[src/rtl/td4_prog_loader.sv]
// Program memory and byte-stream loader for the TD4 CPU: serves instructions combinationally
// and reloads all 16 words from a checksummed stream while holding the CPU in reset.
module td4_prog_loader #(
  parameter int TIMEOUT = 50000,
  parameter int CNT_W   = 16
) (
  input  logic       clk,
  input  logic       n_reset,
  input  logic [3:0] addr,
  output logic [7:0] data,
  input  logic       ld_start,
  input  logic       ld_valid,
  input  logic [7:0] ld_byte,
  output logic       ld_ready,
  output logic       cpu_n_reset,
  output logic       busy,
  output logic       err
);

  localparam logic [1:0] ST_RUN   = 2'd0;
  localparam logic [1:0] ST_LOAD  = 2'd1;
  localparam logic [1:0] ST_CHECK = 2'd2;
  localparam logic [1:0] ST_ERROR = 2'd3;

  localparam logic [CNT_W-1:0] TCNT_LAST = CNT_W'(TIMEOUT - 1);

  logic [1:0]       state_reg, state_next;
  logic [3:0]       wptr_reg, wptr_next;
  logic [7:0]       sum_reg, sum_next;
  logic [CNT_W-1:0] tcnt_reg, tcnt_next;
  logic             err_reg, err_next;
  logic             cpu_n_reset_reg;
  logic [7:0]       mem_reg [16];
  logic [15:0]      word_we;
  logic             in_load;
  logic             accept;
  logic             wr_en;
  logic             timed_out;

  assign in_load     = (state_reg == ST_LOAD) || (state_reg == ST_CHECK);
  assign busy        = in_load;
  assign ld_ready    = in_load & ~ld_start;
  assign accept      = ld_valid & ld_ready;
  assign wr_en       = accept & (state_reg == ST_LOAD);
  assign timed_out   = ~accept & (tcnt_reg == TCNT_LAST);
  assign err         = err_reg;
  assign cpu_n_reset = cpu_n_reset_reg;

  // Asynchronous read: a word written this cycle still reads its old value.
  assign data = mem_reg[addr];

  for (genvar gi = 0; gi < 16; gi++) begin : g_we
    assign word_we[gi] = wr_en & (wptr_reg == 4'(gi));
  end

  always_comb begin
    state_next = state_reg;
    wptr_next  = wptr_reg;
    sum_next   = sum_reg;
    tcnt_next  = tcnt_reg;
    err_next   = err_reg;
    if (ld_start) begin
      state_next = ST_LOAD;
      wptr_next  = 4'd0;
      sum_next   = 8'd0;
      tcnt_next  = '0;
      err_next   = 1'b0;
    end else if (in_load) begin
      if (accept) begin
        tcnt_next = '0;
        if (state_reg == ST_LOAD) begin
          wptr_next = wptr_reg + 4'd1;
          sum_next  = sum_reg + ld_byte;
          if (wptr_reg == 4'd15) begin
            state_next = ST_CHECK;
          end
        end else if (ld_byte == sum_reg) begin
          state_next = ST_RUN;
        end else begin
          state_next = ST_ERROR;
          err_next   = 1'b1;
        end
      end else if (timed_out) begin
        state_next = ST_ERROR;
        err_next   = 1'b1;
      end else begin
        tcnt_next = tcnt_reg + 1'b1;
      end
    end
  end

  always_ff @(posedge clk or negedge n_reset) begin
    if (!n_reset) begin
      state_reg       <= ST_RUN;
      wptr_reg        <= 4'd0;
      sum_reg         <= 8'd0;
      tcnt_reg        <= '0;
      err_reg         <= 1'b0;
      cpu_n_reset_reg <= 1'b0;
    end else begin
      state_reg       <= state_next;
      wptr_reg        <= wptr_next;
      sum_reg         <= sum_next;
      tcnt_reg        <= tcnt_next;
      err_reg         <= err_next;
      cpu_n_reset_reg <= (state_next == ST_RUN);
    end
  end

  // Memory clears on reset so no partial program survives an aborted load.
  always_ff @(posedge clk or negedge n_reset) begin
    if (!n_reset) begin
      for (int i = 0; i < 16; i++) begin
        mem_reg[i] <= 8'h00;
      end
    end else begin
      for (int i = 0; i < 16; i++) begin
        if (word_we[i]) begin
          mem_reg[i] <= ld_byte;
        end
      end
    end
  end

endmodule

[config.mk]
export PLATFORM = sky130hd
export DESIGN_NAME = td4_prog_loader
export DESIGN_NICKNAME = d
export VERILOG_FILES = /design/src/rtl/td4_prog_loader.sv
export SDC_FILE = /design/constraint.sdc
export NUM_CORES = 1
export LEC_CHECK = 0
export BUFFER_PORTS_ARGS = -buffer_cell sky130_fd_sc_hd__buf_2
export CORE_ASPECT_RATIO = 1.4
export CORE_MARGIN = 1.5
export CORE_UTILIZATION = 55
export CTS_CLUSTER_DIAMETER = 150
export DETAILED_ROUTE_END_ITERATION = 8
export PLACE_DENSITY = 0.79
export SYNTH_ARGS = -nofsm -noshare
export SYNTH_HDL_FRONTEND = slang
export SYNTH_SLANG_ARGS = --single-unit
[constraint.sdc]
create_clock -name clk -period 2.35 [get_ports clk]
set_clock_uncertainty 0.1 [all_clocks]
set_input_delay 0.235 -clock clk [delete_from_list [all_inputs] [get_ports clk]]
set_output_delay 0.235 -clock clk [all_outputs]
set_load 0.01 [all_outputs]
Word level (Yosys, flattened, before mapping)
Cells that the tools add are included.
{"block": "op_classes", "n_addsub": 3, "n_mul": 0, "div_mod_pow": 0, "n_lt_le_gt_ge": 1, "n_eq_ne": 22, "n_shift": 0, "n_mux": 28, "bitwise_logic": 23, "n_reduce_logical": 10}
{"operator": "16-bit 2-to-1 mux", "n": 4}
{"operator": "8-bit 2-to-1 mux", "n": 6}
{"operator": "8-bit binary-select mux with 4-bit select", "n": 1}
{"operator": "4-bit == test (second input constant)", "n": 8}
{"operator": "1-bit bitwise AND", "n": 20}
{"operator": "16-bit by 1-bit adder with 16-bit output (second input constant)", "n": 1}
{"operator": "16-bit == test (second input constant)", "n": 1}
{"operator": "4-bit by 3-bit == test with 1-bit output (second input constant)", "n": 4}
{"operator": "4-bit 2-to-1 mux", "n": 4}
{"operator": "2-bit 2-to-1 mux", "n": 7}
{"operator": "3-bit inequality test (second input constant)", "n": 3}
{"operator": "8-bit adder", "n": 1}
{"operator": "4-bit by 2-bit == test with 1-bit output (second input constant)", "n": 2}
{"operator": "8-bit == test", "n": 1}
{"operator": "1-bit 2-to-1 mux", "n": 6}
{"operator": "2-bit nonzero test", "n": 3}
{"operator": "5-bit >= comparator (second input constant)", "n": 1}
{"operator": "4-bit NOT with 5-bit output", "n": 1}
{"operator": "4-bit by 1-bit adder with 4-bit output (second input constant)", "n": 1}
{"operator": "4-bit by 1-bit == test with 1-bit output (second input constant)", "n": 1}
{"operator": "4-bit logical NOT", "n": 1}
{"operator": "4-bit AND reduction", "n": 1}
{"operator": "3-bit AND reduction", "n": 1}
{"operator": "3-bit nonzero test", "n": 1}
{"operator": "6 further kinds", "n": 7}
{"block": "word_totals", "reg_bits": 160, "latch_bits": 0, "mem_bits_rw": 0, "rom_bits": 0, "out_inout_bits": 12, "wordCells": 109, "memories": 0}

Depth between registers and ports, before layout
{"block": "logic_depth", "word_depth": 11, "depth_mapped": 9, "depth_no_buf": 7}

Least setup slack after synthesis
Ideal clock, no wire load.
{"block": "synth_timing", "kind": "register to register", "startpoint": "reg state_reg[0]", "endpoint": "reg mem_reg[100] (netlist name)", "setup_ns": 0.125, "arrival_ns": 2.019, "t_required_ns": 2.125, "path_slack_ns": 0.107, "path_stages_with_launch": 9, "path_cell_list": "dfrtp_1 -> ha_1 -> buf_2 -> nor3b_4 -> nand2_1 -> nor3_1 -> and2_1 -> buf_4 -> mux2_2"}
{"block": "synth_between", "elab_chain_len": 6, "elab_cells_between_ends": 7, "cone_classes": "eq/ne: 2; bitwise: 4; reduce/logical: 1"}
{"item": "from (decl)", "line_no": "27", "source": "logic [1:0] state_reg, state_next;"}
{"item": "from (signal assigned)", "line_no": "101", "source": "state_reg <= state_next;"}
{"item": "2-bit by 1-bit == test with 1-bit output / 2-bit == test (equally long branches)", "line_no": "40, 44"}
{"item": "1-bit logical OR", "line_no": "40", "source": "assign in_load = (state_reg == ST_LOAD) || (state_reg == ST_CHECK);"}
{"item": "1-bit bitwise AND", "line_no": "42", "source": "assign ld_ready = in_load & ~ld_start;"}
{"item": "1-bit bitwise AND", "line_no": "43", "source": "assign accept = ld_valid & ld_ready;"}
{"item": "1-bit bitwise AND (*)", "line_no": "44", "source": "assign wr_en = accept & (state_reg == ST_LOAD);"}
{"item": "1-bit bitwise AND (*)", "line_no": "53", "source": "assign word_we[gi] = wr_en & (wptr_reg == 4'(gi));"}
{"item": "to (signal, indexed assignment)", "line_no": "119", "source": "mem_reg[i] <= ld_byte;"}
{"item": "to (decl)", "line_no": "33", "source": "logic [7:0] mem_reg [16];"}
Mark *: on every way between the ends. The rest lies on a longest branch, timed or not.
A chain may end at the register's enable or synchronous reset.

Worst setup path after layout
{"block": "layout_timing", "startpoint": "reg mem_reg[7] (netlist name)", "endpoint": "out data[7]"}
{"block": "layout_between", "elab_chain_len": 3}
{"item": "8-bit binary-select mux with 4-bit select", "line_no": "50", "source": "assign data = mem_reg[addr];"}
{"item": "8-bit 2-to-1 mux (not written as such) (2 in series)", "line_no": "50"}
{"item": "to (decl)", "line_no": "10", "source": "output logic [7:0] data,"}
No other way between the ends. The select of a mux whose other input is x is not followed.

==> impl_results.md <==
- I/O pin count: 28
- Post-synth EDFFs: 0
- Crit path DAT: 2.01 ns
- Final worst setup slack: 0.006945 ns
- Chip Height: 144.3 um
- Num CTS Buffers: 17
- Fin. max-slew vios: 0
- Cells after synthesis: 570
- First-pass GRT wire length: 28.89 mm
- Yosys warns: 0
- Die area: 14990 um^2
- Final setup viols: 0
- Synth Cell Area: 7841 um^2
- Total clock sinks: 160
- Setup crit end kind: primary output
- Clock Path Buffers: 2
- Ant diodes: 0
- Leak: 4.309 nW
- Nets: 660
- Power density cells: 759.3 nW/um^2
- Routability cong.: 0.8846
- Fmax: 426.8 MHz
- DRC errors left: 0
- Clock transition at path regs: 0.06 ns
- Hold crit path type: input port to register
- Via density: 6.145
- Dpl cell area: 8497 um^2
- Mapped Avg Cell Area: 13.76 um^2
- Worst VDD drop: 608.0 uV
- Top post-synthesis cells by area: dfrtp_1 51%, mux2_2 19%, mux4_2 11%
- Initial DRC Count: 279
- Worst slew margin: 0.6474
- Fillers: 1003
- Seq/Total Area, Yosys: 0.5106
- Vias after detailed routing: 5088
- Syn nets: 600
- Rows: 51
- Most frequent cells after synthesis: 160 x dfrtp_1, 129 x mux2_2, 40 x mux4_2, 27 x nand2_1, 27 x nor2_1
- Critical path peak fanout: 2
- Sequential cell area: 4004 um^2
- Synthesized flop and latch total: 160
- Multi-input logic area: 3665 um^2
- Die W: 103.9 um
- Gr ovfl total: 0
- Starting Density: 0.5637
- Dominant synthesized flop cell: dfrtp_1
- Final min period: 2.343 ns
- Largest net degree at the start of global routing: 53
- Vias in the first global route: 5553
- Port Buf Inserts: 27
- FFs w/ async S/R, synth: 1.000
- Period utilisation layout: 0.9970
- Worst hold slack: 0.1164 ns
- Maxcap violations: 0
- Max FFs per register: 128
- Post-DP HPWL: 12.31 mm
- H-tree lvl count: 4
- DR WL/cell: 21.37 um
- Top cell type's share of synthesized area: 0.5106
- RSZ-0062 raised after global routing: true
- Share of post-route cells with drive strength above 1: 0.4401
- Root buf cell: clkbuf_16
- Startpoint types: register
- GRT Util Overall: 0.2547
- WS Path Type: register to primary output
- Status: completed
- Pre-antenna DRT Iters: 6
- Core ar.: 13910 um^2
- Synth area leader: dfrtp_1
- CTS tree: done
- ANT nets after route: 0
- Worst endpoint required time: 2.02 ns
- Post-layout instance area: 9151 um^2
- Initial antenna violation count: 0
- Routed WL: 17.70 mm
- Unique masters post-synth: 50
- Most common cell in the netlist: dfrtp_1
- Place WS: 0.01918 ns
- Area Growth Syn to Fin: 16.71%
- Slew @ Worst Pin: 0.5156 ns
- Fin. Hold Viols: 0
- Skew-Pair Late Insertion Delay: 0.43 ns
[cells by family (layout without fill, tap and decap cells)]
group | Yosys count | count (layout) | synth area share
XOR/XNOR | 14 | 14 | 0.01564
multiplexers | 172 | 172 | 0.3043
AND/OR/NAND/NOR | 112 | 112 | 0.07595
flip-flops | 160 | 160 | 0.5106
adder cells (fa/ha/maj) | 14 | 14 | 0.02330
buffers and inverters | 44 | 117 | 0.02409
AO/OA/AOI/OAI | 54 | 54 | 0.04611
[power breakdown]
group / internal, mW / leakage [nW] / switching (mW)
sequential: 3.02 / 2.17 / 0.146
clock: 1.70 / 0.297 / 1.12
combinational: 0.517 / 1.84 / 0.453
[through the flow]
step	power [mW]	util	setup TNS, ns	cells
4_1_cts	6.989	0.6561	0	827
2_1_floorplan	3.801	-	0	570
3_3_place_gp	4.107	0.6108	0	793
5_1_grt	7.217	0.6579	-0.05215	828
6_report	6.949	0.6579	0	828
3_5_place_dp	4.170	0.6108	0	793
[repair_timing]
action                                  in CTS  in global routing
hold buffers                                 2                  0
setup buffers                                0                  1
endpoints found under the hold margin       41                  0
gates resized for setup                      1                  4
pin swaps                                    0                  2
endpoints found under the setup margin       4                 62
[placed cells by master (no fill, tap or decap), types with 3 or more instances in the layout]
cell / synthesis / layout
buf_4: 4 / 37
clkinv_4: 0 / 3
o21a_1: 6 / 6
xor2_1: 5 / 5
mux4_2: 40 / 40
mux2_2: 129 / 129
and3_1: 6 / 6
clkbuf_16: 0 / 17
a21oi_1: 12 / 12
nor2_1: 27 / 26
a31oi_1: 5 / 5
ha_1: 13 / 13
o2111ai_1: 3 / 3
a21o_1: 3 / 3
nor3_1: 8 / 7
xnor2_1: 9 / 9
o21ai_0: 9 / 9
clkinv_2: 0 / 4
and2_1: 5 / 5
nand4_1: 4 / 4
buf_2: 6 / 25
nand2_1: 27 / 26
dfrtp_1: 160 / 160
inv_1: 11 / 11
nand2_2: 4 / 5
bufinv_16: 0 / 3
a211oi_1: 3 / 3
buf_12: 0 / 8
nand3_1: 13 / 13
nor3b_1: 3 / 3
[layer usage]
metal  wire, um  share of wire  global-route usage  up-vias
li1           -              -                   -     2240
met1       6933           0.39              0.2991     2658
met2       9578           0.54              0.4465      148
met3        617          0.035             0.05318       42
met4        568          0.032              0.1279        0
met5          0              0                   0        -
[final timing paths]
check / start / end / slack (ns) / cells after the start
max: mem_reg[7] / data[7] / 0.007 / 3
min: ld_byte[0] / sum_reg[0] / 0.12 / 4
max reg2reg: state_reg[0] / mem_reg[62] / 0.06 / 6
min reg2reg: mem_reg[2] / mem_reg[2] / 0.40 / 1
max in group asynchronous: n_reset / mem_reg[35] / 1.30 / 3
min in group asynchronous: n_reset / tcnt_reg[15] / 0.20 / 2
[worst max-delay path: stages (launching register included)]
cell	delay (ns)
dfrtp_1	0.39
mux4_2	0.51
mux4_2	0.54
buf_6	0.15
[area by class of cell]
class / count / area share
clock inverters: 13 / 0.01764
multi-input cells: 366 / 0.4005
inverters: 11 / 0.004512
clock buffers: 19 / 0.04840
repair buffers: 74 / 0.06617
well taps: 185 / 0.02529
flip-flops and latches: 160 / 0.4375
(Power assumes the default switching activity.)
